## config.mk

```make
export PLATFORM = sky130hd
export DESIGN_NAME = rr_grant_ctrl
export DESIGN_NICKNAME = d
export VERILOG_FILES = /design/src/rtl/rr_grant_ctrl_pkg.sv /design/src/rtl/rr_grant_ctrl_pick.sv /design/src/rtl/rr_grant_ctrl.sv
export SDC_FILE = /design/constraint.sdc
export NUM_CORES = 1
export LEC_CHECK = 0
export CAP_MARGIN = 15
export CORE_UTILIZATION = 55
export CTS_BUF_LIST = sky130_fd_sc_hd__clkbuf_8
export DETAILED_ROUTE_END_ITERATION = 7
export GPL_TIMING_DRIVEN = 0
export PLACE_DENSITY = 0.89
export SLEW_MARGIN = 25
export SYNTH_ARGS = -nofsm -noshare
export SYNTH_HDL_FRONTEND = slang
export SYNTH_SLANG_ARGS = --single-unit
```

## constraint.sdc

```tcl
create_clock -name clk -period 6.6 [get_ports clk]
set_input_delay 0.66 -clock clk [delete_from_list [all_inputs] [get_ports clk]]
set_output_delay 0.66 -clock clk [all_outputs]
set_load 0.005 [all_outputs]
```

## src/rtl/rr_grant_ctrl_pkg.sv

```systemverilog
// arb_pkg: shared FSM state type and round-robin pick function for rr_grant_ctrl
package arb_pkg;
  typedef enum logic {IDLE, GRANT} state_t;
  localparam int MAX_N = 32;
  typedef struct packed {
    logic        vld;
    logic [31:0] idx;
  } pick_t;
  // Scans offsets N..1 from last so the smallest offset (closest after last) wins.
  function automatic pick_t rr_pick(input logic [MAX_N-1:0] req, input int n, input int last,
                                    input logic exclude_en, input int exclude_idx);
    pick_t p;
    int k;
    p = '0;
    for (int i = MAX_N; i >= 1; i--) begin
      if (i <= n) begin
        k = (last + i >= n) ? last + i - n : last + i;
        if (req[k] && !(exclude_en && k == exclude_idx)) begin
          p.vld = 1'b1;
          p.idx = k;
        end
      end
    end
    return p;
  endfunction
endpackage

```

## src/rtl/rr_grant_ctrl_pick.sv

```systemverilog
// rr_pick_n: combinational round-robin picker starting after last, optional exclusion
module rr_pick_n import arb_pkg::*; #(
  parameter int N = 4,
  localparam int IW = $clog2(N)
) (
  input  logic [N-1:0]  req,
  input  logic [IW-1:0] last,
  input  logic          exclude_en,
  input  logic [IW-1:0] exclude_idx,
  output logic          vld,
  output logic [IW-1:0] idx
);
  pick_t p;
  always_comb begin
    p = rr_pick(MAX_N'(req), N, int'(last), exclude_en, int'(exclude_idx));
    vld = p.vld;
    idx = p.idx[IW-1:0];
  end
endmodule

```

## src/rtl/rr_grant_ctrl.sv

```systemverilog
// rr_grant_ctrl: round-robin grant controller with per-owner hold limit and preempt pulse
module rr_grant_ctrl import arb_pkg::*; #(
  parameter int N = 4,
  parameter int MAX_HOLD = 8,
  localparam int IW = $clog2(N),
  localparam int HW = $clog2(MAX_HOLD + 1)
) (
  input  logic          clk,
  input  logic          rst_n,
  input  logic [N-1:0]  req,
  output logic [N-1:0]  gnt,
  output logic          gnt_vld,
  output logic [IW-1:0] gnt_id,
  output logic          preempt
);
  if (N < 2 || N > MAX_N || MAX_HOLD < 1) begin : g_bad_param
    $error("rr_grant_ctrl: need 2 <= N <= MAX_N and MAX_HOLD >= 1");
  end
  state_t state, nxt_state;
  logic [IW-1:0] last, nxt_last, pk_idx;
  logic [HW-1:0] hold_cnt, nxt_hold;
  logic nxt_pre, pk_vld, at_limit, own_req;
  assign own_req = req[last];
  assign at_limit = state == GRANT && hold_cnt == HW'(MAX_HOLD);
  rr_pick_n #(.N(N)) u_pick (
    .req(req),
    .last(last),
    .exclude_en(at_limit),
    .exclude_idx(last),
    .vld(pk_vld),
    .idx(pk_idx)
  );
  // A lone owner at the limit finds no other pick and is re-granted with a fresh count.
  always_comb begin
    nxt_state = state;
    nxt_last = last;
    nxt_hold = hold_cnt;
    nxt_pre = 1'b0;
    if (state == IDLE || !own_req) begin
      nxt_state = pk_vld ? GRANT : IDLE;
      nxt_last = pk_vld ? pk_idx : last;
      nxt_hold = pk_vld ? HW'(1) : '0;
    end else if (at_limit) begin
      nxt_pre = 1'b1;
      nxt_last = pk_vld ? pk_idx : last;
      nxt_hold = HW'(1);
    end else begin
      nxt_hold = hold_cnt + HW'(1);
    end
  end
  always_ff @(posedge clk or negedge rst_n) begin
    if (!rst_n) begin
      state <= IDLE;
      last <= IW'(N - 1);
      hold_cnt <= '0;
      gnt <= '0;
      gnt_id <= '0;
      preempt <= 1'b0;
    end else begin
      state <= nxt_state;
      last <= nxt_last;
      hold_cnt <= nxt_hold;
      gnt <= nxt_state == GRANT ? N'(1) << nxt_last : '0;
      gnt_id <= nxt_state == GRANT ? nxt_last : '0;
      preempt <= nxt_pre;
    end
  end
  assign gnt_vld = |gnt;
endmodule

```

## Word level (Yosys, flattened, before mapping)

Index checks and enable logic that the tools add are counted.

| storage, ports and cells | value |
|---|---|
| register bits after elaboration | 14 |
| bits of input ports | 6 |
| output and inout port bits | 8 |
| word-level logic and storage cells | 81 |

| cells by class | value |
|---|---|
| add/subtract/negate cells | 9 |
| order comparisons | 9 |
| eq/ne operators | 5 |
| shift operators | 1 |
| mux-type cells | 34 |
| bitwise logic cells | 1 |
| reduce and logical (&&, ||, !) cells | 16 |

Operators by type and width:

| operator | count |
|---|---|
| 33-bit 2-to-1 mux | 4 |
| 32-bit by 3-bit equality test with 1-bit output | 4 |
| 32-bit by 7-bit less-than comparator with 1-bit output (second input constant) | 4 |
| 32-bit 2-to-1 mux | 4 |
| 32-bit by 4-bit subtractor with 32-bit output (second input constant) | 4 |
| 32-bit by 4-bit greater-or-equal comparator with 1-bit output (second input constant) | 3 |
| 1-bit binary-select mux with 5-bit select | 4 |
| 1-bit 2-to-1 mux | 14 |
| 4-bit 2-to-1 mux | 3 |
| 1-bit logical AND | 9 |
| 2-bit 2-to-1 mux | 4 |
| 2-bit by 2-bit adder with 3-bit output (second input constant) | 2 |
| 1-bit zero test | 5 |
| 2-bit by 3-bit adder with 4-bit output (second input constant) | 1 |
| 4-bit by 1-bit adder with 4-bit output (second input constant) | 1 |
| 4-bit equality test (second input constant) | 1 |
| 4-bit by 3-bit greater-or-equal comparator with 1-bit output (second input constant) | 1 |
| 4-bit OR reduction | 1 |
| 1-bit by 2-bit left shift with 4-bit output (first input constant) | 1 |
| 2-bit by 1-bit adder with 3-bit output (second input constant) | 1 |
| 2-bit by 3-bit less-than comparator with 1-bit output (second input constant) | 1 |
| 1-bit binary-select mux with 2-bit select | 1 |
| 1-bit logical OR | 1 |
| 1-bit NOT | 1 |

## Longest topological paths before layout

| depth | value |
|---|---|
| depth in word-level cells | 16 |
| gate-level depth with buffers | 9 |
| depth with buffers taken out | 8 |

## Cells and area by module

A second synthesis with hierarchy kept.

| second synthesis, totals | value |
|---|---|
| cell total of the unflattened synthesis | 114 |
| area, all modules | 1,114.8 um^2 |

By module, submodules not included:

| module | instances | cells an instance | area each (um^2) | sequential area each (um^2) |
|---|---|---|---|---|
| rr_grant_ctrl | 1 | 59 | 685.7 | 352.8 |
| rr_pick_n | 1 | 55 | 429.2 | 0.0 |

## Worst setup path before layout

OpenSTA, ideal clock, no wires.

| timing | value |
|---|---|
| path type | flip-flop to flip-flop |
| start | register last[0] |
| end | register gnt[0] |
| setup time | 0.127 ns |
| data arrival time | 2.334 ns |
| required time | 6.473 ns |
| path slack | 4.139 ns |
| cell stages (with the launch flop) | 10 |
| clock period less this slack | 2.461 ns |
| cells stage by stage | dfstp_2 -> buf_6 -> inv_1 -> ha_1 -> a21bo_2 -> o22ai_1 -> or4b_4 -> o221a_4 -> inv_2 -> nor3_1 |

| between the ends | value |
|---|---|
| word-level cells in the longest chain between the ends | 16 |
| elaborated cells on any way between the ends | 59 |

RTL lines:

| item | line | RTL |
|---|---|---|
| start: declaration | rr_grant_ctrl.sv:20 | `logic [IW-1:0] last, nxt_last, pk_idx;` |
| start signal: assignment | rr_grant_ctrl.sv:54 | `last <= IW'(N - 1);` |
| start signal: assignment | rr_grant_ctrl.sv:61 | `last <= nxt_last;` |
| 2-bit by 3-bit adder with 4-bit output | rr_grant_ctrl_pkg.sv:17 | `k = (last + i >= n) ? last + i - n : last + i;` |
| 32-bit by 4-bit subtractor with 32-bit output or 4-bit by 3-bit greater-or-equal comparator with 1-bit output (tied branches) | rr_grant_ctrl_pkg.sv:17 |  |
| 32-bit 2-to-1 mux | rr_grant_ctrl_pkg.sv:17 |  |
| 1-bit binary-select mux with 5-bit select or 32-bit by 3-bit equality test with 1-bit output (tied branches) | rr_grant_ctrl_pkg.sv:18 | `if (req[k] && !(exclude_en && k == exclude_idx)) begin` |
| 1-bit 2-to-1 mux (implied by the code) or 1-bit logical AND (tied branches) | rr_grant_ctrl_pkg.sv:18 |  |
| 1-bit 2-to-1 mux (implied by the code) or 1-bit zero test (tied branches) | rr_grant_ctrl_pkg.sv:18 |  |
| 1-bit logical AND | rr_grant_ctrl_pkg.sv:18 |  |
| 33-bit 2-to-1 mux (4 in series) | rr_grant_ctrl_pkg.sv:18 |  |
| 2-bit 2-to-1 mux | rr_grant_ctrl.sv:41, rr_grant_ctrl.sv:45 |  |
| 2-bit 2-to-1 mux | rr_grant_ctrl.sv:43 | `end else if (at_limit) begin` |
| 2-bit 2-to-1 mux (*) | rr_grant_ctrl.sv:39 | `if (state == IDLE \|\| !own_req) begin` |
| named net nxt_last[1] | rr_grant_ctrl.sv:20 |  |
| 1-bit by 2-bit left shift with 4-bit output (*) | rr_grant_ctrl.sv:63 | `gnt <= nxt_state == GRANT ? N'(1) << nxt_last : '0;` |
| 4-bit 2-to-1 mux (*) | rr_grant_ctrl.sv:63 |  |
| end signal: assignment | rr_grant_ctrl.sv:63 |  |
| end: declaration | rr_grant_ctrl.sv:11 | `output logic [N-1:0] gnt,` |

The timed path passes the listed nets; every way through them passes the cells marked *. The select of a mux whose other input is x is not followed.

## Worst setup path after layout

Ends and elaborated chain as after synthesis.

==> impl_metrics.yaml <==
run_status:
  outcome: "complete, no violations"
clocking:
  cts_sinks: 14
  clock_latency_ns: 0.24
  clkTransAtPathRegs_ns: 0.06
  root_buffer: "clkbuf_8"
  cts-resized-gates: 0
  post-cts-setup-buffers: 0
  hold_buffers: 0
  cts_buffer_depth: 2
  htreeDepth: 1
  cts_buffers: 3
  cts_tree: "yes"
yosys:
  synthDistinctLibCells: 41
  synthSimpleGateAreaFrac_pct: 18.6
  syn_area_um2: 920
  synth_xor_area_share_pct: 1.90
  synthMuxAreaShare_pct: 9.52
  synth_area_per_cell_um2: 11.4
  ys_ff_latch: 14
  syn_nets: 94
  yosys.area.top_type: "dfrtp_1"
  synth_top_cell_area_share_pct: 32.7
  syn_inst: 81
  synthAdderAreaFrac_pct: 9.52
  synth_top_family_by_area: "simple AND/OR/NAND/NOR gates"
  synth.area.top_cells: "dfrtp_1 33%, ha_1 9.5%, dfstp_2 5.7%"
  yosys_warnings: 0
  seq_area_frac_synth_pct: 38.4
  synth_compound_area_share_pct: 17.6
power:
  sw_frac_of_total_pct: 42.2
  power.internal_mw: 0.386
  clockPowerShare_pct: 12.1
  ir_drop_uv: 435
  p_per_area_mw_per_mm2: 594
  power_leakage_nw: 0.509
  switching_power_mw: 0.282
  seqPwrFrac_pct: 23.7
  pwr-share-comb_pct: 64.2
placed_design:
  portBuffers: 13
  dp.cells: 110
  gp_congestion: 0.889
  placed_area_mm2: 0.00107
  dp_hpwl_mm: 1.39
timing:
  final_hold_viol_count: 0
  rsz0062_at_grt: "false"
  period_needed_ns: 2.68
  maxSlewViolCount: 0
  finalSetupViolations: 0
  setup-tns-final_ns: 0
  relSlewSlack_pct: 59.1
  period_share_pct: 40.5
  max_freq_ghz: 0.374
  tightest_slew_ns: 0.612
  finClkSkew_ns: 0.00266
final_layout:
  fin_cells: 114
  drive_above_1_share_pct: 25.5
  layout_commonest_cell: "clkdlybuf4s50_1"
  n_antenna_cell: 0
  area_delta_synth_final_pct: 22.3
  final_area_mm2: 0.00112
  nFillCells: 124
  layout_common_cells: "13 x clkdlybuf4s50_1, 12 x dfrtp_1, 7 x ha_1"
  finalNetCount: 112
worst_setup_path:
  required_ns: 6.72
  slowest_stage: "or4b_4"
  crit_path_start: "last[0]"
  path_class: "flip-flop to flip-flop"
  crit_fanout: 10
  cp-start-kind: "flip-flop"
  worst_path_largest_cell_delay_ns: 0.60
  cp-end-kind: "flip-flop"
  path_cells: "buf_6 -> inv_1 -> ha_1 -> a21bo_2 -> o22ai_1 -> or4b_4 -> o221a_4 -> inv_2 -> nor3_1"
  r2r_start: "last[0]"
  cp_top_family: "simple AND/OR/NAND/NOR gates"
  critPathBufInv: 3
  cp.arrival_ns: 2.79
detailed_routing:
  ant_nets: 0
  first_pass_iters: 5
  vias: 713
  wl_mm: 1.97
  drtIter0Drc: 18
  via_per_inst: 6.25
  wl_per_cell_um: 17.3
  drc_errors: 0
run:
  cap_violations: 0
hold_path:
  min_from: "hold_cnt[0]"
  hp-class: "flip-flop to flip-flop"
floorplanning:
  core_area_mm2: 0.00154
  initial_core_util_pct: 59.7
  dieWidth_um: 42.9
  io_pins: 14
  die_h_um: 42.9
  num_rows: 14
  fp.dieArea_mm2: 0.00184
global_route:
  grt_start_max_net_pins: 15
  grt_usage_pct: 25.0
  grt-ovfl-total: 0
  grt_pass1_vias: 779
  antenna_found_initial: 0
  grt_pass1_wl_mm: 3.35
-- final cells by class --
type / count / area (um^2) / area share, %
Inverter: 8 / 30.0 / 2.67
Sequential cell: 14 / 353 / 31.4
Multi-Input combinational cell: 58 / 526 / 46.7
Timing Repair Buffer: 13 / 130 / 11.6
Tap cell: 16 / 20.0 / 1.78
Buffer: 1 / 11.3 / 1.00
Clock buffer: 4 / 55.1 / 4.89
-- registers in the layout, summed over array words and instances (netlist names) --
signal	count
gnt	4
hold_cnt	4
gnt_id	2
last	2
preempt	1
state	1
-- cell families (layout without fill, tap and decap cells) --
logic type / after synthesis / count (layout)
buffers and inverters: 9 / 26
xor gates and xnor gates: 2 / 2
and+or+nand+nor: 27 / 27
DFF: 14 / 14
adders and majority gates: 7 / 7
muxes: 6 / 6
AOI/OAI and AO/OA: 16 / 16
-- Yosys cell counts (all sizes together) --
library cell	count
a2111o	1
a211o	3
a211oi	1
a21bo	1
a21o	1
a21oi	1
a22oi	1
a32oi	1
a41oi	1
and3	3
buf	1
dfrtp	12
dfstp	2
ha	7
inv	8
mux2	3
mux2i	2
mux4	1
nand2	5
nand2b	1
nand3	2
nand4b	1
nor2	6
nor2b	2
nor3	5
o211a	1
o221a	1
o22a	1
o22ai	1
o32ai	1
or4	1
or4b	1
xnor2	1
xor2	1
-- per-stage QoR --
step	total power, mW	utilization [%]	worst slack [ns]	hold slack [ns]
2_1_floorplan	0.465	-	4.14	0.364
3_3_place_gp	0.552	69.4	3.92	0.497
3_5_place_dp	0.573	69.4	3.88	0.522
4_1_cts	0.669	73.0	3.94	0.538
5_1_grt	0.710	73.0	3.82	0.560
6_report	0.669	73.0	3.92	0.543
-- power by group through the flow --
| stage | logic [mW] | clock network [mW] | registers (mW) |
|---|---|---|---|
| after floorplan | 0.312 | 0 | 0.154 |
| final | 0.429 | 0.0811 | 0.158 |
| after global placement | 0.395 | 0 | 0.156 |
| after detailed placement | 0.414 | 0 | 0.159 |
| after CTS | 0.428 | 0.0833 | 0.158 |
| after global routing | 0.461 | 0.0869 | 0.162 |
-- worst reg2reg max path, delay by kind of cell, from the launching register on --
| family | cells | cell delay (ns) |
|---|---|---|
| AND/OR/NAND/NOR | 2 | 0.65 |
| AO/OA/AOI/OAI | 3 | 0.61 |
| flip-flops | 1 | 0.56 |
| adder cells (fa/ha/maj) | 1 | 0.38 |
| buffers and inverters | 3 | 0.34 |
-- worst paths after layout --
path,to,slack [ns],depth (start not counted)
max reg2reg,gnt[0],3.92,9
max,gnt[0],3.92,9
max in group asynchronous,gnt[2],5.40,1
min reg2reg,hold_cnt[0],0.54,1
min in group asynchronous,hold_cnt[3],0.80,1
min,hold_cnt[0],0.54,1
-- metal layers --
| metal | routed length (um) | part of all wire (%) | vias up | track usage [%] |
|---|---|---|---|---|
| li1 | - | - | 331 | - |
| met1 | 820 | 42 | 360 | 29.0 |
| met2 | 1060 | 54 | 18 | 43.0 |
| met3 | 60 | 3.0 | 4 | 4.26 |
| met4 | 35 | 1.8 | 0 | 13.8 |
| met5 | 0 | 0 | - | 0 |
Note: power is estimated with default switching activity, not from simulation.
